[config.mk]
export PLATFORM = sky130hd
export DESIGN_NAME = vram_arb
export DESIGN_NICKNAME = d
export VERILOG_FILES = /design/src/rtl/xv_pkg.sv /design/src/rtl/vram_rd_tag_pipe.sv /design/src/rtl/vram_arb.sv
export SDC_FILE = /design/constraint.sdc
export NUM_CORES = 1
export LEC_CHECK = 0
export ABC_AREA = 0
export CAP_MARGIN = 15
export CORE_MARGIN = 5
export CORE_UTILIZATION = 38
export CTS_CLUSTER_DIAMETER = 80
export DETAILED_ROUTE_END_ITERATION = 8
export PLACE_DENSITY_LB_ADDON = 0.1
export SETUP_SLACK_MARGIN = 0.15
export SYNTH_ARGS = -nofsm -noshare
export SYNTH_HDL_FRONTEND = slang
export SYNTH_SLANG_ARGS = --single-unit
[constraint.sdc]
create_clock -name clk -period 2.47 [get_ports clk]
set_input_delay 0.3705 -clock clk [delete_from_list [all_inputs] [get_ports clk]]
set_output_delay 0.3705 -clock clk [all_outputs]
set_load 0.01 [all_outputs]
[src/rtl/xv_pkg.sv]
`default_nettype none
// ============================================================================
//  Module      : xv (package)
//  Description : Shared types and constants for the VRAM arbitration slice.
//                vram_client_t identifies which requester owns a VRAM access
//                or a returning read word; VRAM_RD_LAT is the default read
//                latency of the VRAM macro in cycles.
//  Revision    : 1.0  initial release
// ============================================================================
package xv;

    typedef enum logic [1:0] {
        VC_NONE = 2'd0,
        VC_VID  = 2'd1,
        VC_REGS = 2'd2,
        VC_BLIT = 2'd3
    } vram_client_t;

    localparam int VRAM_RD_LAT = 1;

endpackage : xv
`default_nettype wire

[src/rtl/vram_rd_tag_pipe.sv]
`default_nettype none
// ============================================================================
//  Module      : vram_rd_tag_pipe
//  Description : RD_LAT-deep shift register of read-owner tags. A tag pushed
//                in the cycle a read strobe is on the VRAM pins emerges
//                RD_LAT cycles later, aligned with the returning read data.
//                Reset empties the pipe so no stale read is ever reported.
//  Ports       : clk      in   clock
//                reset_i  in   asynchronous active-high reset
//                tag_i    in   owner of the read issued this cycle (or NONE)
//                tag_o    out  owner of the read data arriving this cycle
//  Revision    : 1.0  initial release
// ============================================================================
module vram_rd_tag_pipe
    import xv::*;
#(
    parameter int RD_LAT = VRAM_RD_LAT
) (
    input  logic         clk,
    input  logic         reset_i,
    input  vram_client_t tag_i,
    output vram_client_t tag_o
);

    vram_client_t stage_q [RD_LAT];

    for (genvar s = 0; s < RD_LAT; s++) begin : g_stage
        if (s == 0) begin : g_head
            always_ff @(posedge clk or posedge reset_i) begin
                if (reset_i) begin
                    stage_q[0] <= VC_NONE;
                end else begin
                    stage_q[0] <= tag_i;
                end
            end
        end else begin : g_body
            always_ff @(posedge clk or posedge reset_i) begin
                if (reset_i) begin
                    stage_q[s] <= VC_NONE;
                end else begin
                    stage_q[s] <= stage_q[s-1];
                end
            end
        end
    end

    assign tag_o = stage_q[RD_LAT-1];

endmodule : vram_rd_tag_pipe
`default_nettype wire

[src/rtl/vram_arb.sv]
`default_nettype none
// ============================================================================
//  Module      : vram_arb
//  Description : Single-port VRAM arbiter for video fetch, register interface
//                and blitter. Video has fixed top priority; regs and blit
//                share remaining cycles round-robin. Grant is chosen
//                combinationally, the VRAM strobe and the requester ack are
//                registered one cycle later. Read owners travel down a tag
//                pipe so the returning data is flagged for the right client.
//  Ports       : clk, reset_i                    clock, async active-high reset
//                vid_req_i/vid_addr_i            video fetch strobe + address
//                vid_rd_valid_o                  read data belongs to video
//                regs_req_i/_wr_i/_addr_i/_data_i register-interface request
//                regs_ack_o, regs_rd_valid_o     issue pulse / read return
//                blit_*                          same as regs_*
//                rd_data_o                       read data from VRAM
//                vram_sel_o/_wr_o/_addr_o/_data_o VRAM access pins
//                vram_data_i                     VRAM read data
//                starve_o, starve_clr_i          sticky starvation flag / clear
//  Revision    : 1.0  initial release
// ============================================================================
module vram_arb
    import xv::*;
#(
    parameter int ADDR_W       = 16,
    parameter int DATA_W       = 16,
    parameter int RD_LAT       = VRAM_RD_LAT,
    parameter int STARVE_LIMIT = 64
) (
    input  logic              clk,
    input  logic              reset_i,
    // video fetch
    input  logic              vid_req_i,
    input  logic [ADDR_W-1:0] vid_addr_i,
    output logic              vid_rd_valid_o,
    // register interface
    input  logic              regs_req_i,
    input  logic              regs_wr_i,
    input  logic [ADDR_W-1:0] regs_addr_i,
    input  logic [DATA_W-1:0] regs_data_i,
    output logic              regs_ack_o,
    output logic              regs_rd_valid_o,
    // blitter
    input  logic              blit_req_i,
    input  logic              blit_wr_i,
    input  logic [ADDR_W-1:0] blit_addr_i,
    input  logic [DATA_W-1:0] blit_data_i,
    output logic              blit_ack_o,
    output logic              blit_rd_valid_o,
    // read return
    output logic [DATA_W-1:0] rd_data_o,
    // VRAM macro
    output logic              vram_sel_o,
    output logic              vram_wr_o,
    output logic [ADDR_W-1:0] vram_addr_o,
    output logic [DATA_W-1:0] vram_data_o,
    input  logic [DATA_W-1:0] vram_data_i,
    // starvation monitor
    output logic              starve_o,
    input  logic              starve_clr_i
);

    localparam int              WAIT_W   = $clog2(STARVE_LIMIT + 1);
    localparam logic [WAIT_W-1:0] WAIT_MAX = WAIT_W'(STARVE_LIMIT);

    // ------------------------------------------------------------------
    // State
    // ------------------------------------------------------------------
    vram_client_t      grant;
    vram_client_t      rr_q,     rr_d;
    vram_client_t      client_q, client_d;
    logic              sel_q,    sel_d;
    logic              wr_q,     wr_d;
    logic [ADDR_W-1:0] addr_q,   addr_d;
    logic [DATA_W-1:0] data_q,   data_d;
    logic              regs_ack_q, regs_ack_d;
    logic              blit_ack_q, blit_ack_d;
    logic [WAIT_W-1:0] regs_wait_q, regs_wait_d;
    logic [WAIT_W-1:0] blit_wait_q, blit_wait_d;
    logic              starve_q,   starve_d;

    vram_client_t      tag_in;
    vram_client_t      tag_out;

    // A requester's req is still high in the cycle its ack is seen, so the
    // ack itself masks that stale request from re-arbitration.
    logic regs_elig;
    logic blit_elig;

    assign regs_elig = regs_req_i && !regs_ack_q;
    assign blit_elig = blit_req_i && !blit_ack_q;

    // ------------------------------------------------------------------
    // Grant selection and round-robin pointer
    // ------------------------------------------------------------------
    always_comb begin
        grant = VC_NONE;
        if (vid_req_i) begin
            grant = VC_VID;
        end else if (regs_elig && blit_elig) begin
            grant = (rr_q == VC_BLIT) ? VC_BLIT : VC_REGS;
        end else if (regs_elig) begin
            grant = VC_REGS;
        end else if (blit_elig) begin
            grant = VC_BLIT;
        end
    end

    always_comb begin
        rr_d = rr_q;
        if (grant == VC_REGS) begin
            rr_d = VC_BLIT;
        end else if (grant == VC_BLIT) begin
            rr_d = VC_REGS;
        end
    end

    // ------------------------------------------------------------------
    // Access register: the granted request's fields are captured here and
    // appear on the VRAM pins next cycle. Address/data hold when idle.
    // ------------------------------------------------------------------
    always_comb begin
        sel_d      = (grant != VC_NONE);
        wr_d       = 1'b0;
        addr_d     = addr_q;
        data_d     = data_q;
        client_d   = grant;
        regs_ack_d = (grant == VC_REGS);
        blit_ack_d = (grant == VC_BLIT);
        case (grant)
            VC_VID: begin
                addr_d = vid_addr_i;
            end
            VC_REGS: begin
                wr_d   = regs_wr_i;
                addr_d = regs_addr_i;
                data_d = regs_data_i;
            end
            VC_BLIT: begin
                wr_d   = blit_wr_i;
                addr_d = blit_addr_i;
                data_d = blit_data_i;
            end
            default: ;
        endcase
    end

    // ------------------------------------------------------------------
    // Wait counters and sticky starvation flag
    // ------------------------------------------------------------------
    always_comb begin
        regs_wait_d = regs_wait_q;
        if (regs_ack_q) begin
            regs_wait_d = '0;
        end else if (regs_req_i && (grant != VC_REGS) && (regs_wait_q != WAIT_MAX)) begin
            regs_wait_d = regs_wait_q + 1'b1;
        end
    end

    always_comb begin
        blit_wait_d = blit_wait_q;
        if (blit_ack_q) begin
            blit_wait_d = '0;
        end else if (blit_req_i && (grant != VC_BLIT) && (blit_wait_q != WAIT_MAX)) begin
            blit_wait_d = blit_wait_q + 1'b1;
        end
    end

    // Set takes precedence over a simultaneous clear.
    always_comb begin
        starve_d = starve_q;
        if ((regs_wait_d >= WAIT_MAX) || (blit_wait_d >= WAIT_MAX)) begin
            starve_d = 1'b1;
        end else if (starve_clr_i) begin
            starve_d = 1'b0;
        end
    end

    // ------------------------------------------------------------------
    // Registers
    // ------------------------------------------------------------------
    always_ff @(posedge clk or posedge reset_i) begin
        if (reset_i) begin
            rr_q        <= VC_REGS;
            client_q    <= VC_NONE;
            sel_q       <= 1'b0;
            wr_q        <= 1'b0;
            addr_q      <= '0;
            data_q      <= '0;
            regs_ack_q  <= 1'b0;
            blit_ack_q  <= 1'b0;
            regs_wait_q <= '0;
            blit_wait_q <= '0;
            starve_q    <= 1'b0;
        end else begin
            rr_q        <= rr_d;
            client_q    <= client_d;
            sel_q       <= sel_d;
            wr_q        <= wr_d;
            addr_q      <= addr_d;
            data_q      <= data_d;
            regs_ack_q  <= regs_ack_d;
            blit_ack_q  <= blit_ack_d;
            regs_wait_q <= regs_wait_d;
            blit_wait_q <= blit_wait_d;
            starve_q    <= starve_d;
        end
    end

    // ------------------------------------------------------------------
    // Read-return tagging
    // ------------------------------------------------------------------
    assign tag_in = (sel_q && !wr_q) ? client_q : VC_NONE;

    vram_rd_tag_pipe #(
        .RD_LAT (RD_LAT)
    ) u_tag_pipe (
        .clk     (clk),
        .reset_i (reset_i),
        .tag_i   (tag_in),
        .tag_o   (tag_out)
    );

    assign vid_rd_valid_o  = (tag_out == VC_VID);
    assign regs_rd_valid_o = (tag_out == VC_REGS);
    assign blit_rd_valid_o = (tag_out == VC_BLIT);
    // Data is forced to zero outside a tagged return so the bus reads 0
    // during and after reset rather than echoing the macro's output.
    assign rd_data_o       = (tag_out != VC_NONE) ? vram_data_i : '0;

    assign vram_sel_o  = sel_q;
    assign vram_wr_o   = wr_q;
    assign vram_addr_o = addr_q;
    assign vram_data_o = data_q;
    assign regs_ack_o  = regs_ack_q;
    assign blit_ack_o  = blit_ack_q;
    assign starve_o    = starve_q;

endmodule : vram_arb
`default_nettype wire

# ---- After elaboration in Yosys (flattened, before gate mapping)
# Cells that the tools add are included.
dict set report classes {
  add_sub_neg 2
  magnitude_cmp 2
  eq_ne 11
  n_mux 18
  reduce_logical 17
}
# op n
set ops {}
lappend ops {{one-hot mux 16 bit (3 select lines)} 1}
lappend ops {{one-hot mux 16 bit (2 select lines)} 1}
lappend ops {{2-to-1 mux 7 bit} 4}
lappend ops {{2-to-1 mux 16 bit} 1}
lappend ops {{adder 7 x 1 -> 7 bit (second input constant)} 2}
lappend ops {{greater-or-equal comparator 7 bit (second input constant)} 2}
lappend ops {{2-to-1 mux 2 bit} 7}
lappend ops {{inequality test 7 bit (second input constant)} 2}
lappend ops {{== test 2 bit (second input constant)} 5}
lappend ops {{logical AND 1 bit} 8}
lappend ops {{nonzero test 2 bit} 4}
lappend ops {{== test 2 x 1 -> 1 bit (second input constant)} 2}
lappend ops {{inequality test 2 bit (second input constant)} 2}
lappend ops {{logical NOT 1 bit} 3}
lappend ops {{2-to-1 mux 1 bit} 3}
lappend ops {{nonzero test 3 bit} 1}
lappend ops {{one-hot mux 1 bit (2 select lines)} 1}
lappend ops {{logical OR 1 bit} 1}
dict set report word_totals {
  reg_bits 57
  input_bits 104
  out_inout_bits 56
  word_cells 62
}

# ---- Logic depth before layout (Yosys ltp)
# Gate-level depths: netlist (run 1).
dict set report depth {
  ltp_word 14
  mapped_depth 6
  depth_no_buf 6
}

# ---- By module
# From an unflattened synthesis (run 1), not the netlist that was laid out.
dict set report hier_totals {
  hier_cells 284
  hier_area_um2 2756.4
}
# module n_inst cells_each area_each_um2 seq_area_each_um2
set by_module_without_submodules {}
lappend by_module_without_submodules {vram_arb 1 281 2702.6 1351.3}
lappend by_module_without_submodules {vram_rd_tag_pipe 1 3 53.8 50.0}

# ---- Worst setup path after synthesis (run 1)
# OpenSTA, ideal clock, no wires.
dict set report synth_path {
  kind {register to register}
  startpoint {register blit_ack_q (netlist: blit_ack_o)}
  endpoint {register regs_wait_q[5]}
  setup_time_ps 133
  arrival_time_ps 1554
  t_required_ps 2337
  path_slack_ps 783
  path_stages_with_launch 7
  path_buffers 1
  period_less_slack_ps 1687
  cell_sequence {dfrtp_1 > buf_6 > and3b_2 > o31ai_2 > or4_1 > xor2_1 > nor2_1}
}
dict set report synth_between {
  elab_chain_len 11
  elab_cells_between_ends 12
  cone_classes {1 x eq/ne; 6 x mux; 5 x reduce/logical}
}
# element line
set synth_rtl {}
lappend synth_rtl {{start: declaration} vram_arb.sv:77} ;# logic blit_ack_q, blit_ack_d;
lappend synth_rtl {{start signal: assignment} vram_arb.sv:203} ;# blit_ack_q <= blit_ack_d;
lappend synth_rtl {{logical NOT 1 bit (*)} vram_arb.sv:91} ;# assign blit_elig = blit_req_i && !blit_ack_q;
lappend synth_rtl {{logical AND 1 bit (*)} vram_arb.sv:91}
lappend synth_rtl {{2-to-1 mux 2 bit} vram_arb.sv:104} ;# end else if (blit_elig) begin
lappend synth_rtl {{2-to-1 mux 2 bit} vram_arb.sv:102} ;# end else if (regs_elig) begin
lappend synth_rtl {{2-to-1 mux 2 bit (*)} vram_arb.sv:100} ;# end else if (regs_elig && blit_elig) begin
lappend synth_rtl {{2-to-1 mux 2 bit (*)} vram_arb.sv:98} ;# if (vid_req_i) begin
lappend synth_rtl {{inequality test 2 bit (*)} vram_arb.sv:155} ;# end else if (regs_req_i && (grant != VC_REGS) && (regs_wait_q != WAIT_MAX)) begin
lappend synth_rtl {{logical AND 1 bit (*) (2 in a row)} vram_arb.sv:155}
lappend synth_rtl {{2-to-1 mux 7 bit (*)} vram_arb.sv:155}
lappend synth_rtl {{2-to-1 mux 7 bit (*)} vram_arb.sv:153} ;# if (regs_ack_q) begin
lappend synth_rtl {{via regs_wait_d[5]} vram_arb.sv:78} ;# logic [WAIT_W-1:0] regs_wait_q, regs_wait_d;
lappend synth_rtl {{end signal: assignment} vram_arb.sv:204} ;# regs_wait_q <= regs_wait_d;
lappend synth_rtl {{end: declaration} vram_arb.sv:78}
# Mark *: on every way through the listed nets, which the timed path passes. The rest lies on a longest branch.
# A chain may end at the register's enable or synchronous reset.

# ---- Worst setup path after layout (run 1)
dict set report layout_path {
  startpoint {register u_tag_pipe.stage_q, in the netlist u_tag_pipe.tag_o[1]}
  endpoint {output rd_data_o[4]}
}
dict set report layout_between {
  elab_chain_len 2
}
# element line
set layout_rtl {}
lappend layout_rtl {{start: declaration} vram_rd_tag_pipe.sv:25} ;# vram_client_t stage_q [RD_LAT];
lappend layout_rtl {{nonzero test 2 bit} vram_arb.sv:229} ;# assign rd_data_o = (tag_out != VC_NONE) ? vram_data_i : '0;
lappend layout_rtl {{2-to-1 mux 16 bit} vram_arb.sv:229}
lappend layout_rtl {{end: declaration} vram_arb.sv:51} ;# output logic [DATA_W-1:0] rd_data_o,
# No other way between the ends.

==> impl_metrics.ini, run 1 <==
[outcome]
status = finished, final reports clean

[power_and_ir_drop]
p_leak_nw = 1.97
power_mw = 2.70
power_density_nw_per_um2 = 577
ir_worst_vdd_v = 0.000362

[floorplanning]
rows = 31
die_x_um = 96.6
core_area_um2 = 7290
io_pins = 160
die-height_um = 96.6
dieArea_um2 = 9330
start_util_pct = 39.1

[global_route]
grt_use_total_pct = 17.8
grt_pass1_wl_um = 12900
grt_pass1_vias = 2765
antenna_found_initial = 0
grt_max_degree = 57
grt.overflow.total = 0

[logic_synthesis]
syn_inst = 281
yosysWarnings = 0
synth_area_um2 = 2850
synth_compound_area_share_pct = 14.4
synthFlopType = dfrtp_1
synth-simple-area-share_pct = 21.0
synth_seq_cells = 56
synth_common_cells = 56 x dfrtp_1, 32 x nand2_1, 32 x nor2_1
synth_top_area_cell = dfrtp_1
synthesis.nets = 389
synth_area_leaders = dfrtp_1 49%, mux2i_1 4.6%, nand2_1 4.2%
async_flop_share_pct = 100
synth.area.mux_share_pct = 4.57
avgSynthCellArea_um2 = 10.1
synth_xor_area_share_pct = 3.69
ys_types = 42
ys_seq_area_share_pct = 49.2
synth_fa_ha_area_share_pct = 1.76
yosysMostFrequentCell = dfrtp_1
synth_top_area_share_pct = 49.2
synth_top_family_by_area = simple AND/OR/NAND/NOR gates
synth_edf_count = 0

[placement]
place.gp.congestion = 0.790
dpl.hpwl_um = 6510
io_buffers = 159

[setup_path]
rr_endpoint = starve_o
cp-start-kind = register
worstPathMaxFanout = 16
required_ns = 2.10
crit_start = u_tag_pipe.tag_o[1]
crit_path_end = rd_data_o[4]
end_kind = primary output
arrival_ns = 1.65
worst_r2r_path_depth = 5
crit_type = reg -> out
regToRegStartpoint = regs_ack_o
rrSetupSlack_ns = 0.66

[cts]
hold_buffers = 0
cts_resized = 1
h-tree-depth = 2
cts_tree = built
clockBufferDepth = 2
clk_latency_ns = 0.32
cts.sinks = 56
clk_pin_slew_worst_paths_ns = 0.10
cts-buffers-inserted = 5
cts-root-buf = clkbuf_8
cts_setup_buffers = 0

[detailed_routing]
drc = 0
wl_per_cell_um = 15.7
drtIter0Drc = 145
wl_um = 8480
via_count = 2671
ant_nets = 0
via_per_inst = 4.96
drtPass1Iterations = 5

[sta]
rsz0062_at_grt = no
setup_viol = 0
hold_violations = 0
fin_crit_ns = 2.02
timing.setup.tns_ns = 0
fin_skew_ns = 0.00719
fmaxAchievable_ghz = 0.496
post-route-period-util_pct = 81.6
worstMarginPinSlew_ns = 0.480
drv_slew = 0
slew_headroom_pct = 67.7

[layout]
drive_gt1_share_pct = 6.82
layout.nets = 547
area_growth_pct = 64.4
num_antenna_cells = 0

[hold_path]
hold_path.class = in -> async

[flow_run]
cap_violations = 0
layout make-up:
type | count | area (um2)
well taps | 99 | 124
clock buffers | 5 | 68.8
multi-input cells | 196 | 1300
inverters | 13 | 48.8
flip-flops and latches | 56 | 1400
clock inverters | 3 | 46.3
fillers | 655 | 2610
repair buffers | 167 | 1690
routing by layer:
layer / vias to the layer above / wire [um] / global-route usage (%)
li1: 1299 / - / -
met1: 1263 / 3240 / 21.0
met2: 100 / 4280 / 30.1
met3: 9 / 853 / 6.74
met4: 0 / 105 / 5.72
met5: - / 0 / 0
where the power goes:
part	leakage, nW	internal, mW	switching, mW
combinational	1.22	0.532	0.377
sequential	0.698	1.06	0.114
clock	0.0548	0.306	0.311
flip-flops by register name (all words and copies together) (netlist names):
name	cells
client_q	2
blit_ack_o	1
u_tag_pipe.tag_o	2
vram_sel_o	1
vram_addr_o	16
vram_wr_o	1
regs_ack_o	1
starve_o	1
vram_data_o	16
rr_q	1
blit_wait_q	7
regs_wait_q	7
logic make-up (layout without fill, tap and decap cells):
kind of cell | Yosys count | after routing
xor+xnor | 12 | 12
mux | 13 | 13
buf+inv | 29 | 188
simple gates | 118 | 118
fa+ha+maj | 4 | 4
compound gates | 49 | 49
flops | 56 | 56
stage by stage:
step | utilization [%] | cell area, um2 | worst slack, ns | instances | hold slack (ns)
after floorplan | - | 2850 | 0.728 | 281 | 0.466
after global placement | 62.5 | 4560 | 0.318 | 531 | 0.466
after detailed placement | 62.5 | 4560 | 0.292 | 531 | 0.484
after CTS | 64.1 | 4680 | 0.234 | 539 | 0.418
after global routing | 64.2 | 4680 | 0.329 | 539 | 0.449
final | 64.2 | 4680 | 0.454 | 539 | 0.404
critical path: stages, from the launching register on:
cell and delay [ns]:
dfrtp_1 0.43, nor2_4 0.31, nor2b_1 0.09, clkdlybuf4s50_1 0.50
worst min-delay path by stage:
stage / to / slack, ns
after floorplan: rr_q[0] / 0.47
after global placement: vram_data_o[11] / 0.47
after detailed placement: vram_data_o[1] / 0.48
after CTS: vram_data_o[6] / 0.42
after global routing: vram_data_o[1] / 0.45
final: blit_wait_q[5] / 0.40
cell usage in the layout, fill, tap and decap left out, types with 2 or more instances in the layout:
cell type and n:
clkdlybuf4s50_1 159, dfrtp_1 56, nand2_1 32, nor2_1 31, nor2b_1 19, nand3_1 13
mux2i_1 13, inv_1 11, o21ai_1 10, a41oi_1 9, xor2_1 8, o22ai_1 7
a222oi_1 6, a221oi_2 5, nand4_1 5, clkbuf_8 5, buf_4 5, xnor2_1 4
ha_1 4, a21oi_1 3, and3_1 3, buf_12 3, inv_2 2, and2_1 2
and3b_1 2
No activity file was read; power rests on OpenSTA's default activity.
==> run 2: changes to the inputs <==
--- a/config.mk
+++ b/config.mk
@@ -8,7 +8,7 @@
 export ABC_AREA = 0
 export CAP_MARGIN = 15
 export CORE_MARGIN = 5
-export CORE_UTILIZATION = 38
+export CORE_UTILIZATION = 35
 export CTS_CLUSTER_DIAMETER = 80
 export DETAILED_ROUTE_END_ITERATION = 8
 export PLACE_DENSITY_LB_ADDON = 0.1
==> constraint.sdc (replaced) <==
create_clock -name clk -period 1.8 [get_ports clk]
set_input_delay 0.27 -clock clk [delete_from_list [all_inputs] [get_ports clk]]
set_output_delay 0.27 -clock clk [all_outputs]
set_load 0.01 [all_outputs]
==> impl_metrics.ini, run 2 (synthesized netlist as in run 1, its figures left out) <==
[cts]
h-tree-depth = 2
clockBufferDepth = 2
cts-buffers-inserted = 5
cts_tree = built
hold_buffers = 0
clk_latency_ns = 0.31
cts-root-buf = clkbuf_8
cts.sinks = 56
clk_pin_slew_worst_paths_ns = 0.11

[sta]
worstMarginPinSlew_ns = 0.308
fin_ws_ns = 0.146
setup_viol = 0
drv_slew = 0
fin_crit_ns = 1.65
hold_violations = 0
slew_headroom_pct = 79.4
rsz0062_at_grt = yes
fmaxAchievable_ghz = 0.605
post-route-period-util_pct = 91.9
fin_skew_ns = 0.0105

[power_and_ir_drop]
power.net_switching_mw = 1.14
combPwrFrac_pct = 36.0
swShare_pct = 29.9
power_density_nw_per_um2 = 774
clkPwrFrac_pct = 22.2
ir_worst_vdd_v = 0.000380
p_int_mw = 2.68
seq_power_share_pct = 41.8
p_leak_nw = 2.19

[placement]
dpl.hpwl_um = 7070
io_buffers = 159
place.gp.congestion = 0.866
dp_slack_ns = -0.238
dp.cells = 553
placed_cell_area_um2 = 4720

[detailed_routing]
drtIter0Drc = 103
wl_per_cell_um = 15.9
via_count = 2776
ant_nets = 0
drtPass1Iterations = 5
wl_um = 9060
drc = 0
via_per_inst = 4.88

[setup_path]
required_ns = 1.53
arrival_ns = 1.38
end_kind = primary output
worstPathMaxFanout = 5
crit_type = reg -> out
cp-start-kind = register

[layout]
drive_gt1_share_pct = 16.4
final_core_util_pct = 61.3
area_growth_pct = 73.3
num_antenna_cells = 0
seq_area_um2 = 1400
fill_cells = 720
final_cells = 569
layout.nets = 571
multi_input_area_um2 = 1340
layout_common_cells = 136 x clkdlybuf4s50_1, 56 x dfrtp_1, 32 x nand2_1
stdcell_area_um2 = 4940
mostFrequentLayoutCell = clkdlybuf4s50_1

[global_route]
grt.overflow.total = 0
grt_use_total_pct = 17.6
grt_pass1_vias = 2890
grt_pass1_wl_um = 14100
grt_util_met1_pct = 22.0
met2_usage_pct = 29.2
grt_max_degree = 57
top_usage_layer = met2
met3_usage_pct = 5.77
antenna_found_initial = 0

[floorplanning]
start_util_pct = 35.4
core_area_um2 = 8050
die_x_um = 100
rows = 33
io_pins = 160
die-height_um = 100
dieArea_um2 = 10000

[outcome]
status = finished, final reports clean

[flow_run]
cap_violations = 0

[hold_path]
hold_path.class = in -> async
run 2: cell types whose count changed in the layout (fill, tap and decap cells not counted), sizes merged:
| cell | delta |
|---|---|
| buf | +26 |
| clkinvlp | -1 |
| dlymetal6s2s | +2 |
| clkinv | +1 |
| dlygate4sd2 | +5 |
| clkbuf | +14 |
| clkdlybuf4s50 | -23 |
run 2: layer usage:
| metal | routed length [um] | part of all wire [%] |
|---|---|---|
| met3 | 878 | 9.7 |
| met1 | 3720 | 41 |
| met2 | 4340 | 48 |
| met4 | 121 | 1.3 |
| met5 | 0 | 0 |
run 2: final cells by class:
type / count / share of cell area [%]
Clock inverter: 3 / 0.938
Clock buffer: 5 / 1.39
Tap cell: 105 / 2.66
Sequential cell: 56 / 28.4
Inverter: 13 / 0.989
Timing Repair Buffer: 191 / 38.4
Multi-Input combinational cell: 196 / 27.2
run 2: worst paths after layout:
path	start	endpoint	slack (ns)	cells past startpoint
setup / recovery	u_tag_pipe.tag_o[1]	rd_data_o[12]	0.15	5
max in group asynchronous	reset_i	vram_addr_o[2]	1.22	3
hold / removal	reset_i	starve_o	0.31	3
min in group clk	vram_data_o[2]	vram_data_o[2]	0.50	2
setup reg to reg	rr_q[0]	vram_addr_o[7]	0.23	5
hold reg to reg	vram_data_o[2]	vram_data_o[2]	0.50	2
run 2: repair_timing:
item / CTS / global route
gates cloned: 0 / 1
endpoints found under the setup margin: 26 / 39
setup buffers: 4 / 3
pin swaps: 1 / 7
resized for setup: 25 / 50
hold endpoints to repair: 0 / 0
run 2: worst max-delay path, cell delays in order, from the launching register on:
cell and delay (ns):
dfrtp_1 0.40, buf_6 0.12, nor2_4 0.19, clkbuf_16 0.19
nor2b_1 0.04, clkbuf_2 0.12
run 2: power by group through the flow:
stage                     clock [mW]  sequential (mW)  combinational (mW)
after floorplan                    0             1.65               0.531
after global placement             0             1.61                1.32
after detailed placement           0             1.62                1.34
after CTS                      0.879             1.60                1.34
after global routing           0.924             1.63                1.51
final                          0.849             1.60                1.38
run 2: through the flow:
stage               hold slack [ns]  total power, mW  TNS, ns
floorplan                     0.395             2.18        0
global placement              0.465             2.93    -7.82
detailed placement            0.482             2.96    -9.30
CTS                           0.322             3.82        0
global route                  0.345             4.06        0
finish                        0.312             3.82        0
==> run 3: changes to the inputs <==
--- a/config.mk
+++ b/config.mk
@@ -13,6 +13,7 @@
 export DETAILED_ROUTE_END_ITERATION = 8
 export PLACE_DENSITY_LB_ADDON = 0.1
 export SETUP_SLACK_MARGIN = 0.15
+export SLEW_MARGIN = 5
 export SYNTH_ARGS = -nofsm -noshare
 export SYNTH_HDL_FRONTEND = slang
 export SYNTH_SLANG_ARGS = --single-unit
==> results of run 3 <==
Same layout as run 2: the final DEF is identical, and so are final timing and power.
